[config.mk]
export PLATFORM = sky130hd
export DESIGN_NAME = fpga_robots_game_clkseq_flat
export DESIGN_NICKNAME = d
export VERILOG_FILES = /design/src/rtl/fpga_robots_game_clkseq_if.sv /design/src/rtl/fpga_robots_game_clkseq.sv /design/src/flat_wrapper.sv
export SDC_FILE = /design/constraint.sdc
export NUM_CORES = 1
export LEC_CHECK = 0
export ABC_AREA = 1
export BUFFER_PORTS_ARGS = -buffer_cell sky130_fd_sc_hd__buf_2
export CORE_MARGIN = 2
export CORE_UTILIZATION = 55
export DETAILED_ROUTE_END_ITERATION = 6
export GPL_TIMING_DRIVEN = 0
export PLACE_DENSITY = 0.76
export SLEW_MARGIN = 10
export SYNTH_ARGS = -nofsm -noshare
export SYNTH_HDL_FRONTEND = slang
export SYNTH_SLANG_ARGS = --single-unit
[constraint.sdc]
create_clock -name iclk -period 2.2 [get_ports iclk]
set_input_delay 0.11 -clock iclk [delete_from_list [all_inputs] [get_ports iclk]]
set_output_delay 0.11 -clock iclk [all_outputs]
set_load 0.05 [all_outputs]
[src/rtl/fpga_robots_game_clkseq_if.sv]
`default_nettype none
//==============================================================================
// fpga_robots_game_clkseq_if : PLL lock inputs and sequencer outputs
// Rev 1.0
//==============================================================================
interface fpga_robots_game_clkseq_if;
  logic       pll1_locked;
  logic       pll2_locked;
  logic       pll1_rst;
  logic       pll2_rst;
  logic       game_rst_n;
  logic       ready;
  logic [7:0] fail_count;
  logic [2:0] state;

  modport master (
    input  pll1_locked, pll2_locked,
    output pll1_rst, pll2_rst, game_rst_n, ready, fail_count, state
  );

  modport slave (
    output pll1_locked, pll2_locked,
    input  pll1_rst, pll2_rst, game_rst_n, ready, fail_count, state
  );
endinterface
`default_nettype wire

[src/rtl/fpga_robots_game_clkseq.sv]
`default_nettype none
//==============================================================================
// fpga_robots_game_clkseq : two-PLL reset/lock sequencer, releases game reset
// Rev 1.0
//==============================================================================
module fpga_robots_game_clkseq #(
  parameter int PLL_RST_CYC  = 16,
  parameter int LOCK_STABLE  = 1024,
  parameter int LOCK_TIMEOUT = 65536,
  parameter int RST_HOLD     = 256,
  parameter int CNT_W        = 17
) (
  input  wire logic                  iclk,
  input  wire logic                  rst_n,
  fpga_robots_game_clkseq_if.master  bus
);

  typedef enum logic [2:0] {
    ST_RST1  = 3'd0,
    ST_WAIT1 = 3'd1,
    ST_RST2  = 3'd2,
    ST_WAIT2 = 3'd3,
    ST_HOLD  = 3'd4,
    ST_RUN   = 3'd5
  } state_t;

  localparam logic [CNT_W-1:0] C_RST_LAST  = CNT_W'(PLL_RST_CYC - 1);
  localparam logic [CNT_W-1:0] C_STAB_LAST = CNT_W'(LOCK_STABLE - 1);
  localparam logic [CNT_W-1:0] C_TMO_LAST  = CNT_W'(LOCK_TIMEOUT - 1);
  localparam logic [CNT_W-1:0] C_HOLD_LAST = CNT_W'(RST_HOLD - 1);
  localparam logic [CNT_W-1:0] C_CNT_MAX   = {CNT_W{1'b1}};

  logic [1:0]       r_sync1;
  logic [1:0]       r_sync2;
  state_t           r_state;
  logic [CNT_W-1:0] r_cnt;
  logic [CNT_W-1:0] r_stab;
  logic             r_pll1_rst;
  logic             r_pll2_rst;
  logic             r_game_rst_n;
  logic             r_ready;
  logic [7:0]       r_fail;

  logic   w_lk1;
  logic   w_lk2;
  logic   w_watch;
  logic   w_in_wait;
  logic   w_fail;
  state_t w_nxt;

  assign w_lk1     = r_sync1[1];
  assign w_lk2     = r_sync2[1];
  assign w_in_wait = (r_state == ST_WAIT1) || (r_state == ST_WAIT2);

  always_ff @(posedge iclk or negedge rst_n) begin
    if (!rst_n) begin
      r_sync1 <= 2'b00;
      r_sync2 <= 2'b00;
    end else begin
      r_sync1 <= {r_sync1[0], bus.pll1_locked};
      r_sync2 <= {r_sync2[0], bus.pll2_locked};
    end
  end

  // Lock-1 loss dominates lock-2 loss, which dominates normal phase progress.
  always_comb begin
    w_watch = (r_state == ST_WAIT2) ? w_lk2 : w_lk1;
    w_nxt   = r_state;
    w_fail  = 1'b0;
    if (!w_lk1 && (r_state == ST_RST2 || r_state == ST_WAIT2 ||
                   r_state == ST_HOLD || r_state == ST_RUN)) begin
      w_nxt  = ST_RST1;
      w_fail = 1'b1;
    end else if (!w_lk2 && (r_state == ST_HOLD || r_state == ST_RUN)) begin
      w_nxt  = ST_RST2;
      w_fail = 1'b1;
    end else begin
      case (r_state)
        ST_RST1:  if (r_cnt == C_RST_LAST) w_nxt = ST_WAIT1;
        ST_WAIT1: begin
          if (w_watch && r_stab == C_STAB_LAST) begin
            w_nxt = ST_RST2;
          end else if (r_cnt == C_TMO_LAST) begin
            w_nxt  = ST_RST1;
            w_fail = 1'b1;
          end
        end
        ST_RST2:  if (r_cnt == C_RST_LAST) w_nxt = ST_WAIT2;
        ST_WAIT2: begin
          if (w_watch && r_stab == C_STAB_LAST) begin
            w_nxt = ST_HOLD;
          end else if (r_cnt == C_TMO_LAST) begin
            w_nxt  = ST_RST2;
            w_fail = 1'b1;
          end
        end
        ST_HOLD:  if (r_cnt == C_HOLD_LAST) w_nxt = ST_RUN;
        default:  w_nxt = r_state;
      endcase
    end
  end

  always_ff @(posedge iclk or negedge rst_n) begin
    if (!rst_n) begin
      r_state      <= ST_RST1;
      r_cnt        <= '0;
      r_stab       <= '0;
      r_pll1_rst   <= 1'b1;
      r_pll2_rst   <= 1'b1;
      r_game_rst_n <= 1'b0;
      r_ready      <= 1'b0;
      r_fail       <= 8'd0;
    end else begin
      r_state <= w_nxt;
      if (w_nxt != r_state) begin
        r_cnt  <= '0;
        r_stab <= '0;
      end else begin
        // RUN lasts indefinitely, so the phase counter saturates instead of wrapping.
        if (r_cnt != C_CNT_MAX) r_cnt <= r_cnt + 1'b1;
        r_stab <= (w_in_wait && w_watch) ? r_stab + 1'b1 : '0;
      end
      r_pll1_rst   <= (w_nxt == ST_RST1);
      r_pll2_rst   <= (w_nxt == ST_RST1) || (w_nxt == ST_WAIT1) || (w_nxt == ST_RST2);
      r_game_rst_n <= (w_nxt == ST_RUN);
      r_ready      <= (w_nxt == ST_RUN);
      if (w_fail && r_fail != 8'hFF) r_fail <= r_fail + 8'd1;
    end
  end

  assign bus.pll1_rst   = r_pll1_rst;
  assign bus.pll2_rst   = r_pll2_rst;
  assign bus.game_rst_n = r_game_rst_n;
  assign bus.ready      = r_ready;
  assign bus.fail_count = r_fail;
  assign bus.state      = r_state;

endmodule
`default_nettype wire

[src/flat_wrapper.sv]
// flat-port wrapper written by rule: the top's interface ports become plain ports
module fpga_robots_game_clkseq_flat 
#(
  parameter int PLL_RST_CYC  = 16,
  parameter int LOCK_STABLE  = 1024,
  parameter int LOCK_TIMEOUT = 65536,
  parameter int RST_HOLD     = 256,
  parameter int CNT_W        = 17
)
  (iclk, rst_n, bus_pll1_locked, bus_pll2_locked, bus_pll1_rst, bus_pll2_rst, bus_game_rst_n, bus_ready, bus_fail_count, bus_state);
  fpga_robots_game_clkseq_if bus_i ();
  input  wire logic iclk;
  input  wire logic rst_n;
  input wire logic [$bits(bus_i.pll1_locked)-1:0] bus_pll1_locked;
  input wire logic [$bits(bus_i.pll2_locked)-1:0] bus_pll2_locked;
  output wire logic [$bits(bus_i.pll1_rst)-1:0] bus_pll1_rst;
  output wire logic [$bits(bus_i.pll2_rst)-1:0] bus_pll2_rst;
  output wire logic [$bits(bus_i.game_rst_n)-1:0] bus_game_rst_n;
  output wire logic [$bits(bus_i.ready)-1:0] bus_ready;
  output wire logic [$bits(bus_i.fail_count)-1:0] bus_fail_count;
  output wire logic [$bits(bus_i.state)-1:0] bus_state;
  assign bus_i.pll1_locked = bus_pll1_locked;
  assign bus_i.pll2_locked = bus_pll2_locked;
  assign bus_pll1_rst = bus_i.pll1_rst;
  assign bus_pll2_rst = bus_i.pll2_rst;
  assign bus_game_rst_n = bus_i.game_rst_n;
  assign bus_ready = bus_i.ready;
  assign bus_fail_count = bus_i.fail_count;
  assign bus_state = bus_i.state;
  fpga_robots_game_clkseq #(.PLL_RST_CYC(PLL_RST_CYC), .LOCK_STABLE(LOCK_STABLE), .LOCK_TIMEOUT(LOCK_TIMEOUT), .RST_HOLD(RST_HOLD), .CNT_W(CNT_W)) u_core (.iclk(iclk), .rst_n(rst_n), .bus(bus_i));
endmodule
==> summary.log, run 1 <==
qor: logic_synthesis.mappedNetlistArea 3010 um^2
qor: worst_setup_path.timing.setup.critical_path_class reg2reg
qor: logic_synthesis.synthesis.instances 345
qor: worst_setup_path.critPathRequiredTime 2.43 ns
qor: route.detail_route.drc_violations 0
qor: floorplanning.num_rows 26
qor: sta.timing.final.hold_violations 0
qor: outcome.violations setup timing
qor: power_and_ir_drop.total_power 1.61 mW
qor: placed_design.detailedPlacementHpwl 4200 um
qor: logic_synthesis.ys_warn_count 0
qor: logic_synthesis.synth_edf_count 0
qor: cts.h_tree_depth 2
qor: route.detail_route.wirelength 7260 um
qor: worst_setup_path.critical_path.endpoint_type flop
qor: floorplanning.core_region_area 5200 um^2
qor: cts.clkSlewWorstSetupHoldPaths 0.11 ns
qor: worst_setup_path.crit_top_cell sky130_fd_sc_hd__buf_4
qor: finish.layout.cells.most_common sky130_fd_sc_hd__nand2_1
qor: sta.slew_viol_final 0
qor: logic_synthesis.synth-seq-area-share 43.4%
qor: worst_setup_path.crit_path_top_delay_cell sky130_fd_sc_hd__dfrtp_1
qor: logic_synthesis.synth_flop_type sky130_fd_sc_hd__dfrtp_1
qor: placed_design.numPortBuffers 18
qor: cts.cts.path.max_buffers 2
qor: sta.finalCritPeriodShare 109%
qor: sta.max_clock_freq 417 MHz
qor: finish.flow.area_growth_from_synthesis 26.3%
qor: route.vias_after_detailed_routing 2,608
qor: sta.finalWorstPathRequiredPeriod 2.40 ns
qor: sta.slew_of_the_pin_with_the_lowest_slew_margin 0.652 ns
qor: floorplanning.die_y 77.9 um
qor: global_route.initial_antenna_violation_count 0
qor: worst_setup_path.path_max_fanout 7
qor: finish.finalInstanceArea 3800 um^2
qor: route.post_drt_wl_per_cell 15.5 um
qor: floorplanning.dieWidth 77.9 um
qor: power_and_ir_drop.irDropWorstVdd 0.000454 V
qor: sta.worst_slack -0.195 ns
qor: worst_setup_path.cp-start-kind flop
qor: global_route.first_global_vias 2,632
qor: floorplanning.dieArea 6070 um^2
qor: run.drv_cap 0
qor: outcome.outcome finished with violations
qor: global_route.globalRouteOverflowTotal 0
qor: logic_synthesis.count_of_cell_types_in_the_netlist 37
qor: min_path.timing.hold.worst.class in2async
qor: sta.rsz0062_at_grt true
qor: logic_synthesis.synth.net_count 354
qor: sta.fin_worst_skew 0.0170 ns
qor: finish.antenna_cells_inserted 0
qor: route.vias_per_cell 5.57
qor: logic_synthesis.synth.ff_latch_count 52
qor: worst_setup_path.worst_path_largest_cell_delay 0.39 ns
qor: finish.drive_above_1_share 35.9%
qor: route.first_iter_violations 230
qor: worst_setup_path.cp_data_arrival_time 2.62 ns
qor: global_route.grtUsageTotal 24.5%
qor: cts.cts-root-buf sky130_fd_sc_hd__clkbuf_8
qor: sta.slew-limit-headroom 56.5%
qor: route.drt_first_pass_iters 4
qor: cts.clock_sinks 52
qor: global_route.grt_max_degree 53
qor: logic_synthesis.syn_avg_cell_area 8.71 um^2
qor: route.antenna_left 0
qor: logic_synthesis.async_reset_ff_share 100%
qor: sta.hold-worst-slack 0.355 ns
qor: floorplanning.top_level_port_count 19
qor: power_and_ir_drop.leakage 1.73 nW
qor: floorplanning.initial_utilization 57.8%
qor: sta.endpoints_failing_setup 41
qor: placed_design.gp_congestion 0.846
qor: power_and_ir_drop.powerDensity 423 nW/um^2
qor: cts.tritoncts done
qor: worst_setup_path.worstPathCellList ha_2 -> nand3_4 -> buf_6 -> buf_4 -> buf_4 -> buf_4 -> inv_2 -> nand3_2 -> nand2_1 -> nand2_2 -> nand2_1 -> nand4_1 -> nand2_2 -> nand3_4 -> clkbuf_16 -> nor3_4
qor: finish.nets 406
qor: cts.numCtsBuffers 5
qor: placed_design.dpl_cell_area 3180 um^2
qor: cts.insertion_delay 0.32 ns
qor: finish.layout.cells.most_common_list 54 x sky130_fd_sc_hd__nand2_1, 50 x sky130_fd_sc_hd__dfrtp_1, 35 x sky130_fd_sc_hd__inv_1, 30 x sky130_fd_sc_hd__nand3_1, 27 x sky130_fd_sc_hd__nor3_2
qor: global_route.grt_first_pass_wirelength 11,900 um
qor: finish.final_core_util 72.9%
registers in the layout, summed over array words and instances, names as in the netlist:
name / flops
u_core.bus.game_rst_n: 1
u_core.r_sync1: 2
u_core.r_stab: 17
u_core.bus.pll1_rst: 1
u_core.bus.pll2_rst: 1
u_core.r_cnt: 17
u_core.bus.state: 3
u_core.bus.fail_count: 8
u_core.r_sync2: 2
where the power goes:
group | internal (mW) | total, mW | switching [mW]
logic | 0.0165 | 0.0497 | 0.0332
clock network | 0.234 | 0.587 | 0.353
registers | 0.963 | 0.970 | 0.00690
total | 1.21 | 1.61 | 0.393
logic make-up after synthesis:
logic type,count (synthesis),synth area share (%)
compound gates,19,3.87
mux,3,1.08
simple gates,197,36.5
fa+ha+maj,5,2.08
xor+xnor,20,5.83
flops,52,43.4
buf+inv,49,7.32
critical path, delay by kind of cell, from the launching register on:
kind | cells | cell delay, ns
adder cells (fa/ha/maj) | 1 | 0.22
buffers and inverters | 6 | 0.76
AND/OR/NAND/NOR | 9 | 0.92
flip-flops | 1 | 0.39
cell type report:
class                      count  area, um^2
timing repair buffer          45         338
multi-input combinational    244        1710
inverter                      41         154
sequential                    52        1300
tap                           70        87.6
clock inverter                 3        27.5
fill                         372        1410
clock buffer                   5        68.8
buffer                         8         103
through the flow:
| step | instances | TNS (ns) | setup slack [ns] |
|---|---|---|---|
| detailed placement | 433 | -9.06 | -0.351 |
| floorplan | 345 | 0 | 0.0225 |
| global placement | 433 | -8.60 | -0.326 |
| CTS | 458 | -2.64 | -0.100 |
| global route | 468 | -11.48 | -0.325 |
| finish | 468 | -5.72 | -0.195 |
final timing paths:
kind / startpoint / endpoint / slack (ns) / cells after the start
hold / removal: rst_n / u_core.r_cnt[16]$_DFFE_PN0P_ / 0.35 / 2
max in group asynchronous: rst_n / u_core.r_stab[13]$_DFF_PN0_ / 1.40 / 2
setup / recovery: u_core.r_cnt[1]$_DFFE_PN0P_ / u_core.r_stab[9]$_DFF_PN0_ / -0.20 / 16
setup reg to reg: u_core.r_cnt[1]$_DFFE_PN0P_ / u_core.r_stab[9]$_DFF_PN0_ / -0.20 / 16
hold reg to reg: u_core.r_sync1[0]$_DFF_PN0_ / u_core.r_sync1[1]$_DFF_PN0_ / 0.36 / 0
min in group iclk: u_core.r_sync1[0]$_DFF_PN0_ / u_core.r_sync1[1]$_DFF_PN0_ / 0.36 / 0
cells in the mapped netlist, types with 5 or more instances:
master	n	area share, %
sky130_fd_sc_hd__nand2_1	58	7.2
sky130_fd_sc_hd__dfrtp_1	50	42
sky130_fd_sc_hd__inv_1	39	4.9
sky130_fd_sc_hd__nand3_1	34	5.7
sky130_fd_sc_hd__nor3_2	31	10
sky130_fd_sc_hd__nor2_1	29	3.6
sky130_fd_sc_hd__nand4_1	15	3.1
sky130_fd_sc_hd__xor2_1	14	4.1
sky130_fd_sc_hd__nor3_1	13	2.2
sky130_fd_sc_hd__o21ai_0	8	1.3
sky130_fd_sc_hd__xnor2_1	6	1.7
sky130_fd_sc_hd__ha_1	5	2.1
sky130_fd_sc_hd__or2_2	5	1.0
layer usage:
layer / global-route usage [%] / part of all wire, %
met1: 30.9 / 43
met2: 43.3 / 53
met3: 3.84 / 3.2
met4: 7.37 / 1.1
met5: 0 / 0
timing repair:
| action | 4_1_cts | 5_1_grt |
|---|---|---|
| resized for setup | 34 | 26 |
| cloned | 1 | 1 |
| endpoints found under the setup margin | 41 | 45 |
| buffers inserted | 14 | 9 |
| hold buffers | 2 | 1 |
| hold endpoints to repair | 2 | 50 |
| pin swaps | 10 | 12 |
(Power assumes the default switching activity.)
==> run 2, diff against run 1 <==
--- a/config.mk
+++ b/config.mk
@@ -6,7 +6,7 @@
 export NUM_CORES = 1
 export LEC_CHECK = 0
 export ABC_AREA = 1
-export BUFFER_PORTS_ARGS = -buffer_cell sky130_fd_sc_hd__buf_2
+export BUFFER_PORTS_ARGS = -buffer_cell sky130_fd_sc_hd__buf_4
 export CORE_MARGIN = 2
 export CORE_UTILIZATION = 55
 export DETAILED_ROUTE_END_ITERATION = 6
==> summary.log, run 2 (synthesis gave the netlist of run 1 again) <==
qor: outcome.outcome finished with violations [unchanged]
qor: outcome.violations setup timing [unchanged]
qor: sta.finalWorstPathRequiredPeriod 2.32 ns [was 2.40 ns]
qor: worst_setup_path.cpLargestDelayFamily simple AND/OR/NAND/NOR gates [unchanged]
qor: power_and_ir_drop.leakage 1.73 nW [about the same]
qor: placed_design.dpl_cell_area 3230 um^2 [was 3180 um^2]
qor: worst_setup_path.crit_buf_inv 2 [was 6]
qor: route.detail_route.drc_violations 0 [unchanged]
qor: finish.finalNonFillerCells 467 [was 468]
qor: cts.cts-root-buf sky130_fd_sc_hd__clkbuf_8 [unchanged]
qor: sta.worst_slack -0.119 ns [was -0.195 ns]
qor: min_path.holdCritStartpoint u_core.r_sync1[0]$_DFF_PN0_
qor: floorplanning.num_rows 26 [unchanged]
qor: worst_setup_path.worstPathCellList ha_4 -> nand3_4 -> nor2_4 -> nand4_1 -> nor4_4 -> buf_4 -> ha_4 -> nor3_4 -> nand4_1 -> buf_4 -> nor3_2 -> nand4_1 -> nand3_2 -> nor3_2 [was ha_2 -> nand3_4 -> buf_6 -> buf_4 -> buf_4 -> buf_4 -> inv_2 -> nand3_2 -> nand2_1 -> nand2_2 -> nand2_1 -> nand4_1 -> nand2_2 -> nand3_4 -> clkbuf_16 -> nor3_4]
qor: worst_setup_path.worstReg2RegStart u_core.r_cnt[0]$_DFFE_PN0P_ [was u_core.r_cnt[1]$_DFFE_PN0P_]
qor: worst_setup_path.path_max_fanout 4 [was 7]
qor: finish.layout.cells.most_common sky130_fd_sc_hd__nand2_1 [unchanged]
qor: finish.final_core_util 76.4% [was 72.9%]
qor: finish.antenna_cells_inserted 0 [unchanged]
qor: cts.clkSlewWorstSetupHoldPaths 0.09 ns [was 0.11 ns]
qor: worst_setup_path.critPathRequiredTime 2.39 ns [was 2.43 ns]
qor: global_route.globalRouteOverflowTotal 0 [unchanged]
qor: run.drv_cap 0 [unchanged]
qor: sta.rsz0062_at_grt true [unchanged]
qor: sta.max_clock_freq 431 MHz [was 417 MHz]
qor: sta.endpoints_failing_setup 32 [was 41]
qor: worst_setup_path.critPathLaunch u_core.r_cnt[0]$_DFFE_PN0P_ [was u_core.r_cnt[1]$_DFFE_PN0P_]
qor: route.vias_after_detailed_routing 2,665 [was 2,608]
qor: cts.numCtsBuffers 5 [unchanged]
qor: route.post_drt_wl_per_cell 16.2 um [was 15.5 um]
qor: worst_setup_path.crit_top_cell sky130_fd_sc_hd__nand4_1 [was sky130_fd_sc_hd__buf_4]
qor: sta.slew-limit-headroom 55.5% [was 56.5%]
qor: placed_design.numPortBuffers 18 [unchanged]
qor: finish.nFillCells 340 [was 372]
qor: floorplanning.dieArea 6070 um^2 [unchanged]
qor: worst_setup_path.cp-start-kind flop [unchanged]
qor: global_route.grt_first_pass_wirelength 11,400 um [was 11,900 um]
qor: route.first_iter_violations 237 [was 230]
qor: global_route.first_global_vias 2,581 [was 2,632]
qor: route.drt_first_pass_iters 5 [was 4]
qor: power_and_ir_drop.irDropWorstVdd 0.000326 V [was 0.000454 V]
qor: floorplanning.die_y 77.9 um [unchanged]
qor: finish.flow.area_growth_from_synthesis 32.3% [was 26.3%]
qor: floorplanning.core_region_area 5200 um^2 [unchanged]
qor: global_route.grtUsageTotal 23.4% [was 24.5%]
qor: route.vias_per_cell 5.71 [was 5.57]
qor: floorplanning.dieWidth 77.9 um [unchanged]
qor: floorplanning.top_level_port_count 19 [unchanged]
qor: global_route.initial_antenna_violation_count 0 [unchanged]
qor: placed_design.detailedPlacementHpwl 4120 um [was 4200 um]
qor: global_route.grt_max_degree 53 [unchanged]
qor: placed_design.pre_cts_ws -0.374 ns [was -0.351 ns]
qor: finish.combined_flip_flop_and_latch_cell_area 1300 um^2 [unchanged]
qor: sta.timing.final.hold_violations 0 [unchanged]
qor: finish.drive_above_1_share 36.5% [was 35.9%]
qor: sta.fin_tns_setup -1.63 ns [was -5.72 ns]
qor: cts.insertion_delay 0.30 ns [was 0.32 ns]
qor: cts.cts.path.max_buffers 2 [unchanged]
qor: min_path.timing.hold.worst.class reg2reg [was in2async]
qor: placed_design.gp_congestion 0.847 [was 0.846]
qor: cts.h_tree_depth 2 [unchanged]
qor: sta.finalCritPeriodShare 105% [was 109%]
qor: finish.layout.cells.most_common_list 55 x sky130_fd_sc_hd__nand2_1, 50 x sky130_fd_sc_hd__dfrtp_1, 37 x sky130_fd_sc_hd__inv_1, 33 x sky130_fd_sc_hd__buf_4, 29 x sky130_fd_sc_hd__nand3_1 [was 54 x sky130_fd_sc_hd__nand2_1, 50 x sky130_fd_sc_hd__dfrtp_1, 35 x sky130_fd_sc_hd__inv_1, 30 x sky130_fd_sc_hd__nand3_1, 27 x sky130_fd_sc_hd__nor3_2]
qor: sta.hold-worst-slack 0.361 ns [was 0.355 ns]
qor: cts.tritoncts done [unchanged]
qor: worst_setup_path.cp_data_arrival_time 2.51 ns [was 2.62 ns]
qor: finish.nets 405 [was 406]
qor: finish.finalInstanceArea 3980 um^2 [was 3800 um^2]
qor: placed_design.dp.cells 433 [unchanged]
qor: floorplanning.initial_utilization 57.8% [unchanged]
qor: route.detail_route.wirelength 7540 um [was 7260 um]
qor: sta.slew_of_the_pin_with_the_lowest_slew_margin 0.668 ns [was 0.652 ns]
qor: cts.clock_sinks 52 [unchanged]
qor: sta.slew_viol_final 0 [unchanged]
qor: worst_setup_path.crit_path_top_delay_cell sky130_fd_sc_hd__dfrtp_1 [unchanged]
qor: worst_setup_path.critical_path.endpoint_type flop [unchanged]
qor: power_and_ir_drop.total_power 1.60 mW [was 1.61 mW]
qor: finish.footprint_of_the_multi_input_gates 1820 um^2 [was 1710 um^2]
qor: sta.fin_worst_skew 0.0106 ns [was 0.0170 ns]
qor: route.antenna_left 0 [unchanged]
qor: power_and_ir_drop.powerDensity 401 nW/um^2 [was 423 nW/um^2]
qor: worst_setup_path.timing.setup.critical_path_class reg2reg [unchanged]
qor: worst_setup_path.worst_path_largest_cell_delay 0.43 ns [was 0.39 ns]
==> run 2: final cells by class <==
cell class	count	share of cell area (%)
well taps	70	2.20
flip-flops and latches	52	32.8
multi-input cells	244	45.8
plain buffers	7	2.17
clock buffers	6	2.08
clock inverters	2	0.346
inverters	41	3.93
repair buffers	45	10.7
==> run 2: worst paths after layout <==
path	end	slack [ns]	cells past startpoint
max in group asynchronous	u_core.r_sync2[0]$_DFF_PN0_	1.37	2
hold / removal	u_core.r_sync1[1]$_DFF_PN0_	0.36	0
setup reg to reg	u_core.r_cnt[13]$_DFFE_PN0P_	-0.12	14
hold reg to reg	u_core.r_sync1[1]$_DFF_PN0_	0.36	0
min in group asynchronous	u_core.r_stab[7]$_DFF_PN0_	0.37	2
setup / recovery	u_core.r_cnt[13]$_DFFE_PN0P_	-0.12	14
==> run 2: what timing repair did <==
item / CTS / global route
gates resized for setup: 51 / 33
cloned: 3 / 0
endpoints found under the setup margin: 42 / 43
setup buffers: 14 / 8
endpoints found under the hold margin: 52 / 0
hold buffers: 3 / 0
pin swaps: 12 / 18
==> run 2: layer usage <==
layer  up-vias  share of wire [%]  GRT usage (%)
li1       1244                  -              -
met1      1319                 43           30.7
met2        88                 51           39.3
met3        14                4.5           4.30
met4         0                1.7           7.89
met5         -                  0              0
==> run 2: where the power goes <==
part           switching (mW)  internal (mW)  total (mW)
sequential            0.00705          0.963       0.970
combinational          0.0320         0.0163      0.0483
clock                   0.320          0.258       0.578
==> run 2: worst reg2reg max path, cell delays in order, from the launching register on <==
cell                      delay [ns]
sky130_fd_sc_hd__dfrtp_1        0.43
sky130_fd_sc_hd__ha_4           0.19
sky130_fd_sc_hd__nand3_4        0.09
sky130_fd_sc_hd__nor2_4         0.04
sky130_fd_sc_hd__nand4_1        0.13
sky130_fd_sc_hd__nor4_4         0.05
sky130_fd_sc_hd__buf_4          0.15
sky130_fd_sc_hd__ha_4           0.18
sky130_fd_sc_hd__nor3_4         0.20
sky130_fd_sc_hd__nand4_1        0.19
sky130_fd_sc_hd__buf_4          0.20
sky130_fd_sc_hd__nor3_2         0.09
sky130_fd_sc_hd__nand4_1        0.13
sky130_fd_sc_hd__nand3_2        0.10
sky130_fd_sc_hd__nor3_2         0.04
